File: config.mk
export PLATFORM = sky130hd
export DESIGN_NAME = chip8_rom_loader
export DESIGN_NICKNAME = d
export VERILOG_FILES = /design/src/rtl/chip8_rom_loader.sv
export SDC_FILE = /design/constraint.sdc
export NUM_CORES = 1
export LEC_CHECK = 0
export CAP_MARGIN = 20
export CORE_ASPECT_RATIO = 0.7
export CORE_MARGIN = 5
export CORE_UTILIZATION = 32
export DETAILED_ROUTE_END_ITERATION = 10
export PLACE_DENSITY = 0.51
export SYNTH_ARGS = -nofsm -noshare
export SYNTH_HDL_FRONTEND = slang
export SYNTH_SLANG_ARGS = --single-unit
File: constraint.sdc
create_clock -name clk_i -period 2.9 [get_ports clk_i]
set_input_delay 0.58 -clock clk_i [delete_from_list [all_inputs] [get_ports clk_i]]
set_output_delay 0.58 -clock clk_i [all_outputs]
set_load 0.05 [all_outputs]
File: src/rtl/chip8_rom_loader.sv
// chip8_rom_loader
//   Streams a CHIP-8 program image into the 4 KiB memory starting at LOAD_BASE.
//   Input is a byte stream: a 2-byte big-endian length header, then the payload.
//   Each payload byte produces one registered memory write. While a load is in
//   progress, or after it aborts, the CPU is held in reset.
//
//   Optional build macro: CHIP8_LOADER_CHECKSUM_EN
//     When defined, one trailing checksum byte follows the payload. The load
//     succeeds only if (sum of payload bytes + checksum byte) mod 256 == 0.
//
// Ports
//   clk_i        system clock
//   rst_i        synchronous active-high reset
//   start_i      single-cycle pulse, begins a load from IDLE, DONE or ERR
//   in_valid_i   input byte valid
//   in_data_i    input byte
//   in_ready_o   loader accepts a byte this cycle
//   mem_we_o     memory write strobe (one cycle per payload byte)
//   mem_addr_o   memory write address
//   mem_wdata_o  memory write data
//   cpu_hold_o   CPU reset, 1 = CPU held
//   done_o       load completed successfully (level)
//   error_o      load aborted (level)
//
// state  | meaning
// IDLE   | after reset, waiting for start
// LEN_HI | waiting for length header high byte
// LEN_LO | waiting for length header low byte, length is checked here
// DATA   | accepting payload bytes, one write each
// CSUM   | waiting for trailing checksum byte (checksum build only)
// DONE   | load finished, CPU released
// ERR    | load aborted, CPU held

module chip8_rom_loader #(
   parameter int                ADDR_W    = 12,
   parameter logic [ADDR_W-1:0] LOAD_BASE = 12'h200,
   parameter int                MEM_SIZE  = 4096
) (
   input  logic              clk_i,
   input  logic              rst_i,
   input  logic              start_i,
   input  logic              in_valid_i,
   input  logic [7:0]        in_data_i,
   output logic              in_ready_o,
   output logic              mem_we_o,
   output logic [ADDR_W-1:0] mem_addr_o,
   output logic [7:0]        mem_wdata_o,
   output logic              cpu_hold_o,
   output logic              done_o,
   output logic              error_o
);

   localparam logic [15:0] MAX_LEN = 16'(MEM_SIZE - int'(LOAD_BASE));

   typedef enum logic [2:0] {
      S_IDLE,
      S_LEN_HI,
      S_LEN_LO,
      S_DATA,
`ifdef CHIP8_LOADER_CHECKSUM_EN
      S_CSUM,
`endif
      S_DONE,
      S_ERR
   } state_t;

   state_t            state_q, state_d;
   logic [15:0]       len_q, len_d;
   logic [ADDR_W-1:0] cnt_q, cnt_d;
   logic              we_q, we_d;
   logic [ADDR_W-1:0] addr_q, addr_d;
   logic [7:0]        wdata_q, wdata_d;
   logic              accept;
   logic [15:0]       len_full;
   logic [15:0]       cnt_next;
   // Where a finished payload goes: straight to DONE, or via the checksum byte.
   state_t            end_state;

`ifdef CHIP8_LOADER_CHECKSUM_EN
   logic [7:0]        sum_q, sum_d;
   logic [7:0]        csum_total;
   assign end_state  = S_CSUM;
   assign csum_total = sum_q + in_data_i;
`else
   assign end_state  = S_DONE;
`endif

   always_comb begin
      in_ready_o = 1'b0;
      case (state_q)
         S_LEN_HI, S_LEN_LO, S_DATA: in_ready_o = 1'b1;
`ifdef CHIP8_LOADER_CHECKSUM_EN
         S_CSUM:                     in_ready_o = 1'b1;
`endif
         default:                    in_ready_o = 1'b0;
      endcase
   end

   assign accept   = in_valid_i && in_ready_o;
   assign len_full = {len_q[15:8], in_data_i};
   assign cnt_next = {{(16-ADDR_W){1'b0}}, cnt_q} + 16'd1;

   always_comb begin
      state_d = state_q;
      len_d   = len_q;
      cnt_d   = cnt_q;
      we_d    = 1'b0;
      addr_d  = addr_q;
      wdata_d = wdata_q;
`ifdef CHIP8_LOADER_CHECKSUM_EN
      sum_d   = sum_q;
`endif
      case (state_q)
         S_IDLE, S_DONE, S_ERR: begin
            if (start_i) state_d = S_LEN_HI;
         end
         S_LEN_HI: begin
            if (accept) begin
               len_d[15:8] = in_data_i;
               state_d     = S_LEN_LO;
            end
         end
         S_LEN_LO: begin
            if (accept) begin
               len_d[7:0] = in_data_i;
               cnt_d      = '0;
`ifdef CHIP8_LOADER_CHECKSUM_EN
               sum_d      = 8'h00;
`endif
               if (len_full == 16'd0)        state_d = end_state;
               else if (len_full > MAX_LEN)  state_d = S_ERR;
               else                          state_d = S_DATA;
            end
         end
         S_DATA: begin
            if (accept) begin
               we_d    = 1'b1;
               addr_d  = LOAD_BASE + cnt_q;
               wdata_d = in_data_i;
               cnt_d   = cnt_q + 1'b1;
`ifdef CHIP8_LOADER_CHECKSUM_EN
               sum_d   = sum_q + in_data_i;
`endif
               if (cnt_next == len_q) state_d = end_state;
            end
         end
`ifdef CHIP8_LOADER_CHECKSUM_EN
         S_CSUM: begin
            if (accept) begin
               if (csum_total == 8'h00) state_d = S_DONE;
               else                     state_d = S_ERR;
            end
         end
`endif
         default: state_d = S_IDLE;
      endcase
   end

   always_ff @(posedge clk_i) begin
      if (rst_i) begin
         state_q <= S_IDLE;
         len_q   <= 16'd0;
         cnt_q   <= '0;
         we_q    <= 1'b0;
         addr_q  <= '0;
         wdata_q <= 8'h00;
`ifdef CHIP8_LOADER_CHECKSUM_EN
         sum_q   <= 8'h00;
`endif
      end else begin
         state_q <= state_d;
         len_q   <= len_d;
         cnt_q   <= cnt_d;
         we_q    <= we_d;
         addr_q  <= addr_d;
         wdata_q <= wdata_d;
`ifdef CHIP8_LOADER_CHECKSUM_EN
         sum_q   <= sum_d;
`endif
      end
   end

   assign mem_we_o    = we_q;
   assign mem_addr_o  = addr_q;
   assign mem_wdata_o = wdata_q;
   // The final write and DONE are registered on the same edge, so done_o
   // rises together with the last mem_we_o pulse.
   assign done_o      = (state_q == S_DONE);
   assign error_o     = (state_q == S_ERR);
   assign cpu_hold_o  = (state_q != S_DONE);

endmodule
; ---- After elaboration in Yosys (flattened, before gate mapping)
; Index checks and enable logic that the tools add are counted.
[totals]
elab_cells = 49
register_bits = 52
in_bits = 12
[op_classes]
muxes = 13
reduce_logical = 12
magnitude_cmp = 1
add_sub_neg = 3
bitwise_logic = 1
n_eq_ne = 12
[ops]
columns = op, count
row1 = 2-to-1 mux 12 bit, 2
row2 = one-hot mux 12 bit (2 select lines), 1
row3 = 2-to-1 mux 3 bit, 7
row4 = == test 13 x 16 -> 1 bit, 1
row5 = "greater-than comparator 16 x 12 -> 1 bit, second input constant", 1
row6 = zero test 16 bit, 1
row7 = "adder 12 x 1 -> 13 bit, second input constant", 1
row8 = "adder 10 x 12 -> 12 bit, first input constant", 1
row9 = "adder 12 x 1 -> 12 bit, second input constant", 1
row10 = one-hot mux 3 bit (4 select lines), 1
row11 = "inequality test 2 bit, second input constant", 5
row12 = "== test 3 x 2 -> 1 bit, second input constant", 2
row13 = "== test 3 bit, second input constant", 2
row14 = AND reduction 2 bit, 3
row15 = OR reduction 3 bit, 2
row16 = AND reduction 5 bit, 1
row17 = "== test 3 x 1 -> 1 bit, second input constant", 1
row18 = zero test 3 bit, 1
row19 = "inequality test 3 bit, second input constant", 1
row20 = AND reduction 3 bit, 1
row21 = 2-to-1 mux 1 bit, 2
row22 = nonzero test 2 bit, 1
row23 = OR reduction 2 bit, 1
row24 = logical AND 1 bit, 1
row25 = NOT 1 bit, 1

; ---- Depth between registers and ports, before layout
; Gate-level depths: netlist of run 1.
[logic_depth]
ltp_word = 6
mapped_depth = 9

; ---- Worst setup path before layout of run 1
; No wires, ideal clock.
[synth_path]
kind = reg-to-output
startpoint = register state_q[2]
endpoint = output error_o
path_stages_with_launch = 4
t_arrival_ps = 1676
slack_ps = 644
n_path_buf = 1
cell_sequence = dfxtp_1 clkbuf_1 inv_1 nor3_1
[synth_between]
elab_chain_len = 1
[synth_rtl]
columns = item, line_no
row1 = from (decl), 67  ; state_t state_q, state_d;
row2 = from (signal assigned), 171  ; state_q <= state_d;
row3 = == test 3 bit, 189  ; assign error_o = (state_q == S_ERR);
row4 = to (decl), 50  ; output logic error_o
; No other way between the ends.

; ---- Worst setup path in the final report of run 1
; Ends and elaborated chain as after synthesis.

==> impl_metrics.py, run 1 <==
metrics = {
    "synth": {
        "synth_edf_count": 0,
        "yosys_register_bits": 52,
        "synth_top_area_cell": "dfxtp_1",
        "synth_area_um2": 2510,
        "ys_warn_count": 0,
        "yosys.area_share.adder_pct": 0.995,
        "syn_inst": 315,
        "synth-compound-area-share_pct": 18.7,
        "synth_top_family_by_area": "simple AND/OR/NAND/NOR gates",
        "ys_async_sr_fraction_pct": 0,
        "synth_xor_area_share_pct": 4.88,
        "yosys.area_share.simple_pct": 25.1,
        "yosys.cell_types.count": 51,
        "ys.flop_type": "dfxtp_1",
        "seq_area_frac_synth_pct": 41.4,
        "synth.top_cell.area_share_pct": 41.4,
        "netlist_top_cells_area": "dfxtp_1 41%, nand2_1 9.3%, a21oi_1 7.2%",
        "syn_avg_cell_area_um2": 7.98,
        "synthesis.nets": 329,
        "synth_mux_area_share_pct": 4.43,
    },
    "setup_path": {
        "regToRegStartpoint": "cnt_q[1]$_SDFFE_PP0P_",
        "rr_endpoint": "state_q[0]$_SDFFE_PP0P_",
        "path_class": "register to output pin",
        "crit_path_start": "state_q[2]$_SDFFE_PP0P_",
        "worst_setup_path_start_kind": "register",
        "setup.worst_path.end": "error_o",
        "worstPathRequired_ns": 2.32,
        "r2r_cells": 7,
        "end_kind": "output pin",
        "arrival_ns": 1.92,
        "crit_chain": "inv_1 -> nor3_1 -> clkdlybuf4s50_1",
        "critPathMaxFanout": 8,
        "worst_path_max_delay_cell": "clkdlybuf4s50_1",
        "slowest_delay_ns": 0.83,
        "r2r_slack_ns": 0.62,
    },
    "cts": {
        "clkLatencyLatePin_ns": 0.29,
        "cts_tree": "built",
        "cts_num_sinks": 52,
        "cts_resized": 0,
        "holdBufCountCts": 0,
        "post-cts-setup-buffers": 0,
        "cts.path.max_buffers": 2,
        "clk_pin_slew_worst_paths_ns": 0.06,
        "cts_buffers": 5,
        "htree_levels": 2,
        "root_buffer": "clkbuf_16",
    },
    "outcome": {
        "status": "finished clean",
    },
    "placed_design": {
        "post-dp-hpwl_mm": 5.13,
        "post_dp_cell_area_um2": 2990,
        "place_ws_ns": 0.146,
        "globalplace.congestion": 0.839,
        "portBuffers": 36,
    },
    "power": {
        "power_leakage_nw": 1.08,
        "powerDensity_nw_per_um2": 666,
        "peakVddDrop_v": 0.000348,
        "p_total_mw": 2.09,
    },
    "finish": {
        "regArea_um2": 1040,
        "area_growth_pct": 24.8,
        "fin_area_um2": 3140,
        "fillers": 826,
        "drive_gt1_share_pct": 8.00,
        "n_antenna_cell": 0,
        "layout_common_cells": "62 x nand2_1, 52 x dfxtp_1, 36 x a21oi_1, 36 x clkdlybuf4s50_1, 25 x nor2_1",
        "fin_nets": 363,
        "layout.cells.most_common": "nand2_1",
        "multi_input_area_um2": 1360,
    },
    "timing": {
        "finalSetupViolations": 0,
        "timing.final.max_slew_violations": 0,
        "timing.hold.ws_ns": 0.453,
        "max_slew_margin_pct": 59.1,
        "fin_ws_ns": 0.403,
        "hold_viol_final": 0,
        "tightest_slew_ns": 0.612,
        "fmax_mhz": 400,
        "skew_ns": 0.00390,
        "fin_crit_sh_pct": 86.1,
        "fin_crit_ns": 2.50,
        "rsz0062_at_grt": "no",
        "tns_ns": 0,
    },
    "drt": {
        "drc_errors": 0,
        "antenna_left": 0,
        "drtIter0Drc": 140,
        "routedWlPerCell_um": 15.0,
        "dr_total_vias": 2264,
        "drt_pass1_iterations": 4,
        "viasPerCell": 5.02,
        "wl_mm": 6.76,
    },
    "die": {
        "die_area_um2": 9760,
        "rows": 27,
        "start_util_pct": 32.4,
        "dieHeight_um": 84.2,
        "core_um2": 7770,
        "io_pins": 37,
        "die_w_um": 116,
    },
    "global_route": {
        "antenna_found_initial": 0,
        "overflow": 0,
        "grt_first_pass_wirelength_mm": 11.2,
        "grtUsageTotal_pct": 14.3,
        "grt_pass1_vias": 2101,
        "grt_max_degree": 26,
    },
    "worst_hold_path": {
        "worstHoldStart": "mem_addr_o[0]$_SDFFE_PP0P_",
        "min_path_type": "register to register",
    },
    "job": {
        "drv_cap": 0,
    },
}
[cell families after synthesis]
family	count (synthesis)
adders and majority gates	2
and+or+nand+nor	134
AOI/OAI and AO/OA	76
DFF	52
buffers and inverters	26
muxes	11
xor gates and xnor gates	14
[how the worst min path moves through the flow]
stage	slack (ns)	end	cells past startpoint
2_1_floorplan	0.45	len_q[13]$_SDFFE_PP0P_	2
3_3_place_gp	0.44	mem_wdata_o[1]$_SDFFE_PP0P_	2
3_5_place_dp	0.45	mem_addr_o[0]$_SDFFE_PP0P_	2
4_1_cts	0.46	mem_addr_o[0]$_SDFFE_PP0P_	2
5_1_grt	0.48	mem_addr_o[0]$_SDFFE_PP0P_	2
6_report	0.45	mem_addr_o[0]$_SDFFE_PP0P_	2
[stage by stage]
| stage | util, % | std cells |
|---|---|---|
| finish | 40.4 | 451 |
| floorplan | - | 315 |
| CTS | 40.4 | 451 |
| detailed placement | 38.5 | 443 |
| global placement | 38.5 | 443 |
| global route | 40.4 | 451 |
[critical path: cells and delay by family, from the launching register on]
family	cells	cell delay (ns)
simple gates	1	0.17
flops	1	0.48
buf+inv	2	0.98
[cells in the mapped netlist, drive strengths merged, types with 2 or more instances]
library cell / n
and3: 3
mux2i: 10
and4: 2
clkbuf: 15
o21ai: 16
nand3: 10
a211oi: 2
or4b: 2
xnor2: 9
o31ai: 3
xor2: 5
nand2: 62
o41ai: 2
nor2b: 4
or3: 4
nand2b: 5
a21oi: 36
o21a: 3
nor2: 26
nor3: 6
inv: 6
a22oi: 2
buf: 4
dfxtp: 52
a221oi: 2
or4: 2
nor3b: 2
ha: 2
or2: 2
[state kept, by name (all words and copies together), names as in the netlist]
name,cells
cnt_q,12
state_q,3
mem_addr_o,12
mem_wdata_o,8
mem_we_o,1
len_q,16
[per-layer routing]
metal | vias up | GRT usage [%] | share of wire, %
met5 | - | 0 | 0
li1 | 1159 | - | -
met1 | 1041 | 23.2 | 53
met2 | 59 | 19.0 | 40
met3 | 5 | 3.17 | 6.4
met4 | 0 | 2.85 | 0.71
[layout make-up]
class                   count  area share (%)
flip-flops and latches     52            33.2
clock buffers               7            4.54
repair buffers             46            13.9
inverters                   7           0.837
well taps                 101            4.03
multi-input cells         237            43.3
clock inverters             1           0.239
[report_power, final]
group / internal, mW / switching [mW]
clock network: 0.344 / 0.257
registers: 0.773 / 0.0788
logic: 0.243 / 0.396
Note: power is estimated with default switching activity, not from simulation.
==> run 2, diff against run 1 <==
- CORE_ASPECT_RATIO: 0.7 -> 0.6
==> run 2 against run 1 <==
  * Flip-flop and latch count unchanged
  * Final cell count up 1.3%
  * Highest routed layer unchanged
  * Register-to-register slack worse by 0.11 ns
  * Largest power group unchanged
  * Final area unchanged
  * Clock power about the same
  * Critical path type unchanged
  * Largest cell class unchanged
  * Sequential share of layout area unchanged
  * Combinational power up 3%
  * Sequential power about the same
==> impl_metrics.py, run 2 (synthesis results as in run 1) <==
metrics = {
    "outcome": {
        "status": "finished clean",
    },
    "cts": {
        "cts_tree": "built",
        "cts.path.max_buffers": 2,
        "clkLatencyLatePin_ns": 0.29,
        "cts_num_sinks": 52,
        "cts_buffers": 5,
        "root_buffer": "clkbuf_16",
        "cts_resized": 0,
        "clk_pin_slew_worst_paths_ns": 0.07,
        "post-cts-setup-buffers": 0,
        "holdBufCountCts": 0,
        "htree_levels": 2,
    },
    "global_route": {
        "antenna_found_initial": 0,
        "grt_use_met2_pct": 18.5,
        "grt_first_pass_wirelength_mm": 11.6,
        "overflow": 0,
        "grtUsageMet1_pct": 24.2,
        "met3_usage_pct": 4.83,
        "grt_most_used_layer": "met1",
        "grt_max_degree": 43,
        "grtUsageTotal_pct": 15.0,
        "grt_pass1_vias": 2118,
    },
    "drt": {
        "routedWlPerCell_um": 15.3,
        "wl_mm": 7.00,
        "antenna_left": 0,
        "drtIter0Drc": 131,
        "drc_errors": 0,
        "drt_pass1_iterations": 4,
        "dr_total_vias": 2241,
        "viasPerCell": 4.90,
    },
    "finish": {
        "fin_area_um2": 3140,
        "final_util_pct": 40.5,
        "area_growth_pct": 24.8,
        "fillers": 836,
        "top_register": "len_q",
        "largest_reg_flops": 16,
        "drive_gt1_share_pct": 8.02,
        "n_antenna_cell": 0,
        "layout.cells.most_common": "nand2_1",
        "fin_nets": 362,
        "layout_common_cells": "62 x nand2_1, 52 x dfxtp_1, 36 x a21oi_1, 36 x clkdlybuf4s50_1, 25 x nor2_1",
    },
    "die": {
        "die_w_um": 124,
        "dieHeight_um": 78.7,
        "rows": 25,
        "io_pins": 37,
        "start_util_pct": 32.4,
        "core_um2": 7760,
        "die_area_um2": 9790,
    },
    "power": {
        "power_leakage_nw": 1.08,
        "powerDensity_nw_per_um2": 672,
        "peakVddDrop_v": 0.000320,
    },
    "setup_path": {
        "critPathMaxFanout": 8,
        "end_kind": "output pin",
        "worstPathRequired_ns": 2.32,
        "worst_setup_path_start_kind": "register",
        "path_class": "register to output pin",
        "arrival_ns": 1.97,
    },
    "placed_design": {
        "post-dp-hpwl_mm": 5.20,
        "place_ws_ns": 0.136,
        "globalplace.congestion": 0.910,
        "portBuffers": 36,
        "post_dp_cell_area_um2": 2990,
    },
    "job": {
        "drv_cap": 0,
    },
    "timing": {
        "tns_ns": 0,
        "timing.final.max_slew_violations": 0,
        "tightest_slew_ns": 0.511,
        "fin_crit_sh_pct": 88.0,
        "finalSetupViolations": 0,
        "hold_viol_final": 0,
        "fin_crit_ns": 2.55,
        "fmax_mhz": 392,
        "skew_ns": 0.00295,
        "rsz0062_at_grt": "no",
        "fin_ws_ns": 0.349,
        "max_slew_margin_pct": 65.8,
    },
    "worst_hold_path": {
        "min_path_type": "register to register",
    },
}
-- run 2: cell types whose count changed in the layout (fill, tap and decap cells not counted) --
cell and change:
clkinvlp_4 -1, clkinv_2 +2, clkbuf_1 -1, buf_4 -1
-- run 2: critical path, stage by stage (launching register included) --
cell and delay (ns):
dfxtp_1 0.50, inv_1 0.16, nor3_1 0.18, clkdlybuf4s50_1 0.84
-- run 2: final timing paths --
check	start	to	slack, ns	cells after the start
worst min register to register	mem_addr_o[0]$_SDFFE_PP0P_	mem_addr_o[0]$_SDFFE_PP0P_	0.45	2
worst max-delay path	state_q[2]$_SDFFE_PP0P_	error_o	0.35	3
worst min-delay path	mem_addr_o[0]$_SDFFE_PP0P_	mem_addr_o[0]$_SDFFE_PP0P_	0.45	2
worst max register to register	cnt_q[1]$_SDFFE_PP0P_	state_q[0]$_SDFFE_PP0P_	0.51	7
-- run 2: report_power, final --
group	leakage, nW	switching [mW]	internal, mW	total, mW
Combinational	0.588	0.405	0.252	0.657
Clock	0.0766	0.262	0.341	0.603
Sequential	0.420	0.0776	0.773	0.851
Total	1.08	0.744	1.37	2.11
-- run 2: per-layer routing --
layer,wire length [um],share of wire [%]
met2,2420,35
met1,4020,57
met4,55,0.79
met5,0,0
met3,509,7.3
-- run 2: stage by stage --
stage | std cells | hold slack [ns] | power [mW]
after floorplan | 315 | 0.449 | 1.31
after global placement | 449 | 0.443 | 1.51
after detailed placement | 449 | 0.446 | 1.52
after CTS | 457 | 0.455 | 2.13
after global routing | 457 | 0.471 | 2.25
final | 457 | 0.452 | 2.11
-- run 2: cell type report --
| class | count | area [um2] | area share (%) |
|---|---|---|---|
| Clock inverter | 2 | 10.0 | 0.319 |
| Timing Repair Buffer | 45 | 428 | 13.6 |
| Sequential cell | 52 | 1040 | 33.2 |
| Clock buffer | 6 | 139 | 4.42 |
| Tap cell | 108 | 135 | 4.30 |
| Multi-Input combinational cell | 237 | 1360 | 43.3 |
| Inverter | 7 | 26.3 | 0.837 |
==> run 3, diff against run 2 <==
==> constraint.sdc (replaced) <==
create_clock -name clk_i -period 2.9 [get_ports clk_i]
set_input_delay 0.435 -clock clk_i [delete_from_list [all_inputs] [get_ports clk_i]]
set_output_delay 0.435 -clock clk_i [all_outputs]
set_load 0.05 [all_outputs]
==> run 3 against run 2 <==
  * Flip-flop and latch count unchanged
  * Power increased by 2.6%
  * Worst hold slack barely moved
  * Clock power up 13%
  * First-iteration DRC count rose by 24%
  * Combinational power down 3.2%
  * Non-clock buffer count fell by 1
  * Largest cell class unchanged
  * Highest routed layer unchanged
==> impl_metrics.py, run 3 (synthesis results as in run 1) <==
metrics = {
    "setup_path": {
        "path_class": "register to register",
        "end_kind": "register",
        "arrival_ns": 2.59,
        "worstPathRequired_ns": 3.09,
        "path_delay_family": "simple AND/OR/NAND/NOR gates",
        "slowest_delay_ns": 0.47,
        "worst_setup_path_start_kind": "register",
        "critPathMaxFanout": 6,
        "crit_chain": "ha_1 -> nand3_2 -> nor2_2 -> or4b_1 -> a22oi_2 -> a31oi_1 -> o21a_1",
        "worst_path_max_delay_cell": "or4b_1",
        "crit_buf_inv": 0,
    },
    "drt": {
        "wl_mm": 7.06,
        "drc_errors": 0,
        "antenna_left": 0,
        "drtIter0Drc": 163,
        "viasPerCell": 4.98,
        "dr_total_vias": 2271,
        "routedWlPerCell_um": 15.5,
        "drt_pass1_iterations": 4,
    },
    "cts": {
        "root_buffer": "clkbuf_16",
        "holdBufCountCts": 0,
        "clk_pin_slew_worst_paths_ns": 0.07,
        "htree_levels": 2,
        "cts.path.max_buffers": 2,
        "post-cts-setup-buffers": 0,
        "cts_num_sinks": 52,
        "clkLatencyLatePin_ns": 0.29,
        "cts_buffers": 5,
        "cts_resized": 0,
        "cts_tree": "built",
    },
    "timing": {
        "tns_ns": 0,
        "fin_crit_sh_pct": 82.6,
        "fin_crit_ns": 2.40,
        "fmax_mhz": 417,
        "hold_viol_final": 0,
        "finalSetupViolations": 0,
        "rsz0062_at_grt": "no",
        "skew_ns": 0.00728,
        "timing.final.max_slew_violations": 0,
        "max_slew_margin_pct": 43.5,
        "timing.hold.ws_ns": 0.453,
        "tightest_slew_ns": 0.847,
    },
    "power": {
        "peakVddDrop_v": 0.000285,
        "power_leakage_nw": 1.08,
        "powerDensity_nw_per_um2": 687,
    },
    "finish": {
        "area_growth_pct": 25.3,
        "largest_reg_flops": 16,
        "layout_common_cells": "62 x nand2_1, 52 x dfxtp_1, 36 x a21oi_1, 36 x clkdlybuf4s50_1, 25 x nor2_1",
        "top_register": "len_q",
        "n_antenna_cell": 0,
        "multi_input_area_um2": 1360,
        "fin_nets": 361,
        "regArea_um2": 1040,
        "drive_gt1_share_pct": 7.76,
        "layout.cells.most_common": "nand2_1",
        "fillers": 830,
    },
    "die": {
        "io_pins": 37,
        "rows": 25,
        "die_area_um2": 9790,
        "dieHeight_um": 78.7,
        "start_util_pct": 32.4,
        "core_um2": 7760,
        "die_w_um": 124,
    },
    "placed_design": {
        "globalplace.congestion": 0.881,
        "portBuffers": 36,
        "post-dp-hpwl_mm": 5.32,
    },
    "worst_hold_path": {
        "min_path_type": "register to register",
    },
    "global_route": {
        "grt_first_pass_wirelength_mm": 11.9,
        "grtUsageTotal_pct": 15.2,
        "grt_max_degree": 30,
        "grt_pass1_vias": 2228,
        "overflow": 0,
        "antenna_found_initial": 0,
    },
    "outcome": {
        "status": "finished clean",
    },
    "job": {
        "drv_cap": 0,
    },
}
## run 3: cell count changes in the layout (fill, tap and decap cells not counted)
cell        delta
clkinvlp_4     +1
clkbuf_8       -1
bufinv_16      +1
buf_4          -1
clkinv_2       -1
## run 3: worst register-to-register path: stages (launching register included)
cell     delay (ns)
dfxtp_1        0.40
ha_1           0.37
nand3_2        0.20
nor2_2         0.20
or4b_1         0.47
a22oi_2        0.26
a31oi_1        0.18
o21a_1         0.21
## run 3: where the power goes
group / internal (mW) / switching (mW) / leakage [nW]
logic: 0.239 / 0.397 / 0.583
registers: 0.773 / 0.0772 / 0.420
clock network: 0.406 / 0.273 / 0.0798
total: 1.42 / 0.747 / 1.08
## run 3: worst paths after layout
check	from	to	slack, ns	cells past startpoint
setup / recovery	cnt_q[1]$_SDFFE_PP0P_	state_q[0]$_SDFFE_PP0P_	0.50	7
hold / removal	mem_addr_o[7]$_SDFFE_PP0P_	mem_addr_o[7]$_SDFFE_PP0P_	0.45	2
setup reg to reg	cnt_q[1]$_SDFFE_PP0P_	state_q[0]$_SDFFE_PP0P_	0.50	7
hold reg to reg	mem_addr_o[7]$_SDFFE_PP0P_	mem_addr_o[7]$_SDFFE_PP0P_	0.45	2
## run 3: metrics by stage
stage	cells	util [%]	power [mW]	cell area [um2]	setup slack, ns
global placement	448	38.5	1.50	2980	0.336
detailed placement	448	38.5	1.50	2980	0.317
floorplan	315	-	1.31	2510	0.789
CTS	456	40.6	2.18	3150	0.497
global route	456	40.6	2.28	3150	0.323
finish	456	40.6	2.16	3150	0.504
## run 3: layout make-up
cell class | count | share of cell area, %
Clock buffer | 5 | 3.97
Clock inverter | 3 | 1.35
Timing Repair Buffer | 44 | 13.3
Multi-Input combinational cell | 237 | 43.2
Inverter | 7 | 0.834
Sequential cell | 52 | 33.0
Tap cell | 108 | 4.29
## run 3: per-layer routing
metal | wire, um | GRT usage, % | share of wire [%] | vias up
met5 | 0 | 0 | 0 | -
met4 | 54 | 2.95 | 0.76 | 0
met3 | 639 | 4.62 | 9.0 | 7
met2 | 2530 | 19.8 | 36 | 60
met1 | 3840 | 23.9 | 54 | 1047
li1 | - | - | - | 1157
